## config.mk

```make
export PLATFORM = sky130hd
export DESIGN_NAME = led_frame_sequencer
export DESIGN_NICKNAME = d
export VERILOG_FILES = /design/src/rtl/led_frame_sequencer_pkg.sv /design/src/rtl/led_frame_sequencer.sv
export SDC_FILE = /design/constraint.sdc
export NUM_CORES = 1
export LEC_CHECK = 0
export ABC_CLOCK_PERIOD_IN_PS = 2100
export CAP_MARGIN = 30
export CORE_ASPECT_RATIO = 0.75
export CORE_UTILIZATION = 37
export DETAILED_ROUTE_END_ITERATION = 10
export GPL_TIMING_DRIVEN = 0
export PLACE_DENSITY = 0.69
export SLEW_MARGIN = 20
export SYNTH_ARGS = -nofsm -noshare
export SYNTH_HDL_FRONTEND = slang
export SYNTH_SLANG_ARGS = --single-unit
```

## constraint.sdc

```tcl
create_clock -name CK_i -period 2.1 [get_ports CK_i]
set_input_delay 0.315 -clock CK_i [delete_from_list [all_inputs] [get_ports CK_i]]
set_output_delay 0.315 -clock CK_i [all_outputs]
set_load 0.05 [all_outputs]
```

## src/rtl/led_frame_sequencer_pkg.sv

```systemverilog
// rtl/led_frame_sequencer_pkg.sv - mode/state encodings and default widths for the LED frame sequencer
package led_frame_sequencer_pkg;

    localparam int C_W_LED_DEF   = 18;
    localparam int C_W_DIV_DEF   = 4;
    localparam int C_DIV_RST_DEF = 15;

    localparam logic [1:0] C_MODE_JOHNSON = 2'd0;
    localparam logic [1:0] C_MODE_ROTATE  = 2'd1;
    localparam logic [1:0] C_MODE_BLINK   = 2'd2;
    localparam logic [1:0] C_MODE_STATIC  = 2'd3;

    typedef enum logic [1:0] {
        MODE_JOHNSON = C_MODE_JOHNSON,
        MODE_ROTATE  = C_MODE_ROTATE,
        MODE_BLINK   = C_MODE_BLINK,
        MODE_STATIC  = C_MODE_STATIC
    } mode_e;

    typedef enum logic {
        ST_IDLE = 1'b0,
        ST_PEND = 1'b1
    } state_e;

endpackage

```

## src/rtl/led_frame_sequencer.sv

```systemverilog
// rtl/led_frame_sequencer.sv - frame-synchronous LED pattern scheduler with frame-aligned command apply
module led_frame_sequencer
    import led_frame_sequencer_pkg::*;
#(
    parameter int C_W_LED   = C_W_LED_DEF,
    parameter int C_W_DIV   = C_W_DIV_DEF,
    parameter int C_DIV_RST = C_DIV_RST_DEF
) (
    input  logic               CK_i,
    input  logic               XARST_i,
    input  logic               HVcy_i,
    input  logic               CMD_VLD_i,
    output logic               CMD_RDY_o,
    input  logic [1:0]         CMD_MODE_i,
    input  logic [C_W_DIV-1:0] CMD_DIV_i,
    input  logic [C_W_LED-1:0] CMD_PAT_i,
    output logic [C_W_LED-1:0] LEDs_ON_o,
    output logic [C_W_DIV-1:0] FCTRs_o,
    output logic               STEP_o,
    output logic [1:0]         MODE_o
);

    state_e             state_q, state_d;
    mode_e              sh_mode_q, sh_mode_d;
    logic [C_W_DIV-1:0] sh_div_q, sh_div_d;
    logic [C_W_LED-1:0] sh_pat_q, sh_pat_d;
    mode_e              mode_q, mode_d;
    logic [C_W_DIV-1:0] div_q, div_d;
    logic [C_W_LED-1:0] mask_q, mask_d;
    logic [C_W_LED-1:0] leds_q, leds_d;
    logic [C_W_DIV-1:0] fctr_q, fctr_d;
    logic               step_q, step_d;
    logic               rdy_q, rdy_d;
    logic [C_W_LED-1:0] leds_step;

    always_comb begin
        leds_step = leds_q;
        case (mode_q)
            MODE_JOHNSON: leds_step = {leds_q[C_W_LED-2:0], ~leds_q[C_W_LED-1]};
            MODE_ROTATE:  leds_step = {leds_q[C_W_LED-2:0], leds_q[C_W_LED-1]};
            MODE_BLINK:   leds_step = leds_q ^ mask_q;
            MODE_STATIC:  leds_step = leds_q;
            default:      leds_step = leds_q;
        endcase
    end

    always_comb begin
        state_d   = state_q;
        sh_mode_d = sh_mode_q;
        sh_div_d  = sh_div_q;
        sh_pat_d  = sh_pat_q;
        mode_d    = mode_q;
        div_d     = div_q;
        mask_d    = mask_q;
        leds_d    = leds_q;
        fctr_d    = fctr_q;
        step_d    = 1'b0;

        case (state_q)
            ST_IDLE: begin
                // A frame pulse coinciding with acceptance still ticks with the old settings
                if (HVcy_i) begin
                    if (fctr_q == div_q) begin
                        fctr_d = '0;
                        leds_d = leds_step;
                        step_d = 1'b1;
                    end else begin
                        fctr_d = fctr_q + C_W_DIV'(1);
                    end
                end
                if (CMD_VLD_i && rdy_q) begin
                    sh_mode_d = mode_e'(CMD_MODE_i);
                    sh_div_d  = CMD_DIV_i;
                    sh_pat_d  = CMD_PAT_i;
                    state_d   = ST_PEND;
                end
            end
            ST_PEND: begin
                if (HVcy_i) begin
                    mode_d  = sh_mode_q;
                    div_d   = sh_div_q;
                    mask_d  = sh_pat_q;
                    leds_d  = sh_pat_q;
                    fctr_d  = '0;
                    state_d = ST_IDLE;
                end
            end
            default: state_d = ST_IDLE;
        endcase

        rdy_d = (state_d == ST_IDLE);
    end

    always_ff @(posedge CK_i or negedge XARST_i) begin
        if (!XARST_i) begin
            state_q   <= ST_IDLE;
            sh_mode_q <= MODE_JOHNSON;
            sh_div_q  <= '0;
            sh_pat_q  <= '0;
            mode_q    <= MODE_JOHNSON;
            div_q     <= C_W_DIV'(C_DIV_RST);
            mask_q    <= '0;
            leds_q    <= '0;
            fctr_q    <= '0;
            step_q    <= 1'b0;
            rdy_q     <= 1'b1;
        end else begin
            state_q   <= state_d;
            sh_mode_q <= sh_mode_d;
            sh_div_q  <= sh_div_d;
            sh_pat_q  <= sh_pat_d;
            mode_q    <= mode_d;
            div_q     <= div_d;
            mask_q    <= mask_d;
            leds_q    <= leds_d;
            fctr_q    <= fctr_d;
            step_q    <= step_d;
            rdy_q     <= rdy_d;
        end
    end

    assign CMD_RDY_o = rdy_q;
    assign LEDs_ON_o = leds_q;
    assign FCTRs_o   = fctr_q;
    assign STEP_o    = step_q;
    assign MODE_o    = mode_q;

endmodule
```

=== Yosys cells after proc, flatten, opt, wreduce, memory -nomap -nowiden ===
Cells that the tools add are included.

* Add/subtract/negate cells: 1
* Eq/ne operators: 8
* Muxes and demuxes: 15
* Bitwise logic cells: 4
* Reductions and logical operators: 6

{| class="wikitable"
|+ Operator list
! operator !! number
|-
| 18-bit two-way mux || 3
|-
| 18-bit case mux with 3 select lines || 1
|-
| 18-bit case mux with 2 select lines || 1
|-
| 18-bit bitwise XOR || 1
|-
| 4-bit two-way mux || 3
|-
| 2-bit inequality test, second input constant || 4
|-
| 4-bit case mux with 2 select lines || 1
|-
| 2-bit AND reduction || 3
|-
| 1-bit two-way mux || 5
|-
| 4-bit by 1-bit adder with 4-bit output, second input constant || 1
|-
| 2-bit equality test, second input constant || 2
|-
| 4-bit equality test || 1
|-
| 4-bit AND reduction || 1
|-
| 1-bit NOT || 3
|-
| 2-bit by 1-bit equality test with 1-bit output, second input constant || 1
|-
| 2-bit zero test || 1
|-
| 1-bit case mux with 2 select lines || 1
|-
| 1-bit logical AND || 1
|}

* Register bits after elaboration: 73
* Bits of input ports: 28

=== Logic depth before layout (Yosys ltp) ===
* Depth in word-level cells: 5
* Depth in mapped cells: 8
* Gate-level depth less buffers: 6

=== Worst setup path after synthesis ===
No wires, ideal clock.

* Path kind: flip-flop to flip-flop
* From: reg mode_q[0], in the netlist MODE_o[0]
* To: reg leds_q[10], in the netlist LEDs_ON_o[10]
* Arrival time: 2.192 ns
* Path slack: -0.216 ns
* Cell stages (with the launch flop): 9
* Path buffers: 2
* Period minus slack after synthesis: 2.316 ns
* Cell sequence: dfrtp_1 -> inv_1 -> ha_1 -> or2_2 -> buf_2 -> clkbuf_1 -> a22oi_1 -> o21ai_0 -> mux2_2

* Cells in the longest elaborated chain, start to end: 5

{| class="wikitable"
|+ Ends and longest elaborated chain
! item !! RTL line !! RTL
|-
| from (decl) || led_frame_sequencer.sv:27 || <nowiki>mode_e mode_q, mode_d;</nowiki>
|-
| from (signal assigned) || led_frame_sequencer.sv:112 || <nowiki>mode_q <= mode_d;</nowiki>
|-
| 2-bit equality test (tied with other cells) || led_frame_sequencer.sv:38 || <nowiki>case (mode_q)</nowiki>
|-
| 18-bit case mux with 3 select lines || led_frame_sequencer.sv:38 ||
|-
| 18-bit two-way mux || led_frame_sequencer.sv:63 || <nowiki>if (fctr_q == div_q) begin</nowiki>
|-
| 18-bit two-way mux || led_frame_sequencer.sv:62 || <nowiki>if (HVcy_i) begin</nowiki>
|-
| 18-bit case mux with 2 select lines || led_frame_sequencer.sv:59 || <nowiki>case (state_q)</nowiki>
|-
| to (signal assigned) || led_frame_sequencer.sv:115 || <nowiki>leds_q <= leds_d;</nowiki>
|-
| to (decl) || led_frame_sequencer.sv:30 || <nowiki>logic [C_W_LED-1:0] leds_q, leds_d;</nowiki>
|}

Parallel ways exist; a longest one is shown, timed or not. The select of a mux whose other input is x is not followed.
A chain may end at the register's enable or synchronous reset.

=== Worst setup path after layout ===
* From: reg mode_q[0], in the netlist MODE_o[0]
* To: reg leds_q[14], in the netlist LEDs_ON_o[14]

The elaborated chain is that of the path after synthesis.

==> flow_summary.html <==
<table>
<tr><th>Metric</th><th>Value</th></tr>
<tr><th colspan="2">Layout</th></tr>
<tr><td>Number of fill cells</td><td>762</td></tr>
<tr><td>Final design instance area without fill</td><td>4400 sq um</td></tr>
<tr><td>Antenna diode count</td><td>0</td></tr>
<tr><td>Area growth from synthesis to layout</td><td>30.8%</td></tr>
<tr><td>Most frequent cells in the layout</td><td>sky130_fd_sc_hd__dfrtp_1 (66), sky130_fd_sc_hd__mux2_2 (66), sky130_fd_sc_hd__clkdlybuf4s50_1 (52)</td></tr>
<tr><td>Share of cells above drive strength 1</td><td>31.3%</td></tr>
<tr><td>Nets</td><td>359</td></tr>
<tr><th colspan="2">Clocking</th></tr>
<tr><td>Worst skew pair latency</td><td>0.32 ns</td></tr>
<tr><td>Number of buffers inserted during clock tree synthesis</td><td>9</td></tr>
<tr><td>Sink count of the clock tree</td><td>73</td></tr>
<tr><td>Clock tree from TritonCTS</td><td>yes</td></tr>
<tr><td>Cell at the root of the clock tree</td><td>sky130_fd_sc_hd__clkbuf_16</td></tr>
<tr><td>Maximum clock path buffer count</td><td>2</td></tr>
<tr><td>Clock H-tree levels</td><td>3</td></tr>
<tr><td>Clock-pin slew on the worst setup and hold paths</td><td>0.06 ns</td></tr>
<tr><th colspan="2">Global routing</th></tr>
<tr><td>Maximum number of pins on one net before global-route repair</td><td>59</td></tr>
<tr><td>First-pass GRT wire length</td><td>11600 um</td></tr>
<tr><td>Via count of the first global-routing pass</td><td>2251</td></tr>
<tr><td>Overflow left after global routing</td><td>0</td></tr>
<tr><td>Total routing resource utilization after global routing</td><td>15.9%</td></tr>
<tr><td>Antenna violations before repair</td><td>0</td></tr>
<tr><th colspan="2">STA</th></tr>
<tr><td>Shortest clock period the worst path allows after layout</td><td>2.00 ns</td></tr>
<tr><td>Worst clock skew</td><td>0.00596 ns</td></tr>
<tr><td>Setup repair after global routing missed its margin</td><td>no</td></tr>
<tr><td>Final Slew Violations</td><td>0</td></tr>
<tr><td>Fin crit share</td><td>95.3%</td></tr>
<tr><td>Hold violation count in the final report</td><td>0</td></tr>
<tr><td>Maximum frequency from static timing analysis</td><td>0.500 GHz</td></tr>
<tr><td>Worst slew slack as a fraction of its limit</td><td>57.3%</td></tr>
<tr><td>Total of endpoints with negative setup slack in the final report</td><td>0</td></tr>
<tr><td>Min Hold Slack</td><td>0.410 ns</td></tr>
<tr><td>PnR worst setup slack</td><td>0.0982 ns</td></tr>
<tr><td>Measured slew at the worst slew-check pin</td><td>0.640 ns</td></tr>
<tr><th colspan="2">Pwr</th></tr>
<tr><td>Max rail drop VDD</td><td>0.620 mV</td></tr>
<tr><td>Power density cells</td><td>1780 nW/um^2</td></tr>
<tr><td>Cell leakage power</td><td>1.88 nW</td></tr>
<tr><th colspan="2">Floorplan</th></tr>
<tr><td>Initial Utilization</td><td>39.0%</td></tr>
<tr><td>Core region area</td><td>8640 sq um</td></tr>
<tr><td>Die boundary width</td><td>112 um</td></tr>
<tr><td>Full die area</td><td>9490 sq um</td></tr>
<tr><td>Count of pins on the block boundary</td><td>54</td></tr>
<tr><td>Std cell rows</td><td>29</td></tr>
<tr><td>Chip height</td><td>84.6 um</td></tr>
<tr><th colspan="2">Setup path</th></tr>
<tr><td>CP startpoint kind</td><td>flip-flop</td></tr>
<tr><td>Cell chain of the critical path</td><td>inv_1, ha_4, or2_2, clkbuf_8, a22oi_1, o21ai_0, mux2_2</td></tr>
<tr><td>Worst Path Max Fanout</td><td>10</td></tr>
<tr><td>Family with the most delay on the worst path</td><td>flip-flops</td></tr>
<tr><td>Required time at the worst-slack endpoint</td><td>2.31 ns</td></tr>
<tr><td>Delay of the slowest cell on the worst path</td><td>0.43 ns</td></tr>
<tr><td>Kind of end point of the critical path</td><td>flip-flop</td></tr>
<tr><td>Arrival time at the worst endpoint</td><td>2.21 ns</td></tr>
<tr><td>WS Path Type</td><td>reg -&gt; reg</td></tr>
<tr><td>Buf/Inv on CP</td><td>2</td></tr>
<tr><td>CP max-delay cell</td><td>sky130_fd_sc_hd__dfrtp_2</td></tr>
<tr><th colspan="2">Logic synthesis</th></tr>
<tr><td>Number of warnings reported in the yosys synthesis log</td><td>0</td></tr>
<tr><td>Sequential area share after synthesis</td><td>54.4%</td></tr>
<tr><td>Number of flip-flops and latches in the synthesized netlist</td><td>73</td></tr>
<tr><td>Number of cells produced by synthesis</td><td>260</td></tr>
<tr><td>Post-synth cell types</td><td>31</td></tr>
<tr><td>Mean instance size in the synthesized netlist</td><td>13.0 sq um</td></tr>
<tr><td>Area of the mapped netlist</td><td>3370 sq um</td></tr>
<tr><td>Number of nets produced by synthesis</td><td>292</td></tr>
<tr><th colspan="2">Status</th></tr>
<tr><td>Outcome</td><td>finished, violations left</td></tr>
<tr><td>Failing checks</td><td>DRC</td></tr>
<tr><th colspan="2">Place</th></tr>
<tr><td>Post-DP HPWL</td><td>4780 um</td></tr>
<tr><td>Cell area reported after detailed placement</td><td>4080 sq um</td></tr>
<tr><td>Number of input and output port buffers inserted</td><td>53</td></tr>
<tr><td>Worst slack at placement</td><td>-0.342 ns</td></tr>
<tr><td>GPL Wtd Cong</td><td>0.743</td></tr>
<tr><th colspan="2">Routing</th></tr>
<tr><td>Initial DRC count</td><td>206</td></tr>
<tr><td>Routed vias</td><td>2222</td></tr>
<tr><td>Number of DRC violations after detailed routing</td><td>4</td></tr>
<tr><td>Number of antenna-violating nets in the routed design</td><td>0</td></tr>
<tr><td>Number of detailed-routing iterations run before antenna repair</td><td>7</td></tr>
<tr><td>Overall routed net length</td><td>6960 um</td></tr>
<tr><td>Post-DR wirelength/cell</td><td>15.8 um</td></tr>
<tr><td>Vias per inst</td><td>5.05</td></tr>
<tr><th colspan="2">Job</th></tr>
<tr><td>Max-Cap Viols</td><td>0</td></tr>
<tr><th colspan="2">Min path</th></tr>
<tr><td>HP Class</td><td>in -&gt; async</td></tr>
</table>
routing by layer:
metal  up-vias  GRT usage [%]  share of wire (%)
met4         0           3.03               0.53
met2        37           23.7                 46
li1       1059              -                  -
met1      1122           22.4                 50
met3         4           5.56                3.9
met5         -              0                  0
area by class of cell:
cell class	count	area [sq um]	share of cell area, %
Sequential cell	73	1840	41.7
Multi-Input combinational cell	168	1440	32.8
Timing Repair Buffer	57	581	13.2
Clock buffer	11	243	5.51
Tap cell	108	135	3.07
Buffer	12	88.8	2.02
Clock inverter	5	55.1	1.25
Inverter	6	22.5	0.511
cell usage after synthesis (all sizes together):
| master | count | area share, % |
|---|---|---|
| o2bb2ai | 2 | 0.52 |
| nand2 | 21 | 2.4 |
| o21ai | 20 | 3.0 |
| nor2 | 1 | 0.11 |
| bufbuf | 1 | 0.56 |
| ha | 4 | 1.5 |
| mux2 | 66 | 22 |
| a22o | 1 | 0.26 |
| nor2b | 1 | 0.19 |
| a22oi | 17 | 3.8 |
| a221o | 1 | 0.30 |
| xor2 | 18 | 4.7 |
| o31ai | 1 | 0.63 |
| buf | 6 | 1.2 |
| xnor2 | 4 | 1.0 |
| or2 | 1 | 0.19 |
| nand4 | 1 | 0.37 |
| dfrtp | 68 | 51 |
| a21oi | 2 | 0.30 |
| nor3 | 2 | 0.30 |
| dfstp | 5 | 3.9 |
| nand3 | 2 | 0.30 |
| inv | 6 | 0.67 |
| clkbuf | 6 | 0.67 |
| and3 | 1 | 0.19 |
| o211ai | 1 | 0.22 |
| nand2b | 1 | 0.19 |
path summary, 6_finish.rpt:
path | start | end | slack [ns] | cells past startpoint
min in group CK_i | sh_div_q[0] | sh_div_q[0] | 0.50 | 1
max | MODE_o[0] | LEDs_ON_o[14] | 0.1 | 7
min reg2reg | sh_div_q[0] | sh_div_q[0] | 0.50 | 1
max in group asynchronous | XARST_i | CMD_RDY_o | 1.09 | 3
min | XARST_i | sh_pat_q[0] | 0.41 | 2
max reg2reg | MODE_o[0] | LEDs_ON_o[14] | 0.1 | 7
metrics by stage:
| step | TNS, ns | util (%) | instances | total power [W] |
|---|---|---|---|---|
| after floorplan | 0 | - | 260 | 0.00527 |
| after global placement | -132.82 | 46.9 | 421 | 0.00620 |
| after detailed placement | -6.36 | 47.2 | 422 | 0.00634 |
| after CTS | 0 | 51.0 | 441 | 0.00792 |
| after global routing | 0 | 51.0 | 440 | 0.00830 |
| final | 0 | 51.0 | 440 | 0.00784 |
registers in the layout (all words and copies together) (netlist names):
signal     cells
CMD_RDY_o      1
div_q          4
sh_mode_q      2
LEDs_ON_o     18
FCTRs_o        4
sh_div_q       4
mask_q        18
STEP_o         1
MODE_o         2
sh_pat_q      18
state_q        1
worst register-to-register path, delay by kind of cell (launching register included):
family | cells | cell delay, ns
AND/OR/NAND/NOR | 1 | 0.37
flip-flops | 1 | 0.43
AO/OA/AOI/OAI | 2 | 0.28
buffers and inverters | 2 | 0.32
adder cells (fa/ha/maj) | 1 | 0.22
multiplexers | 1 | 0.27
kinds of logic after synthesis:
family                     count (synthesis)  share of synthesized area (%)
buffers and inverters                     19                           3.08
and+or+nand+nor                           31                           4.24
xor gates and xnor gates                  22                           5.72
DFF                                       73                           54.4
AOI/OAI and AO/OA                         45                           8.99
muxes                                     66                           22.1
adders and majority gates                  4                           1.49
power breakdown:
part           switching [W]  internal, W
clock network       0.000556     0.000947
logic                0.00190      0.00171
registers           0.000594      0.00213
total                0.00305      0.00479
what timing repair did:
item | in CTS | in global routing
resized for setup | 2 | 2
hold endpoints to repair | 15 | 0
gates cloned | 0 | 0
endpoints found under the setup margin | 10 | 10
setup buffers | 2 | 0
hold buffers | 1 | 0
pin swaps | 1 | 0
Power figures use the tool's default switching activity.
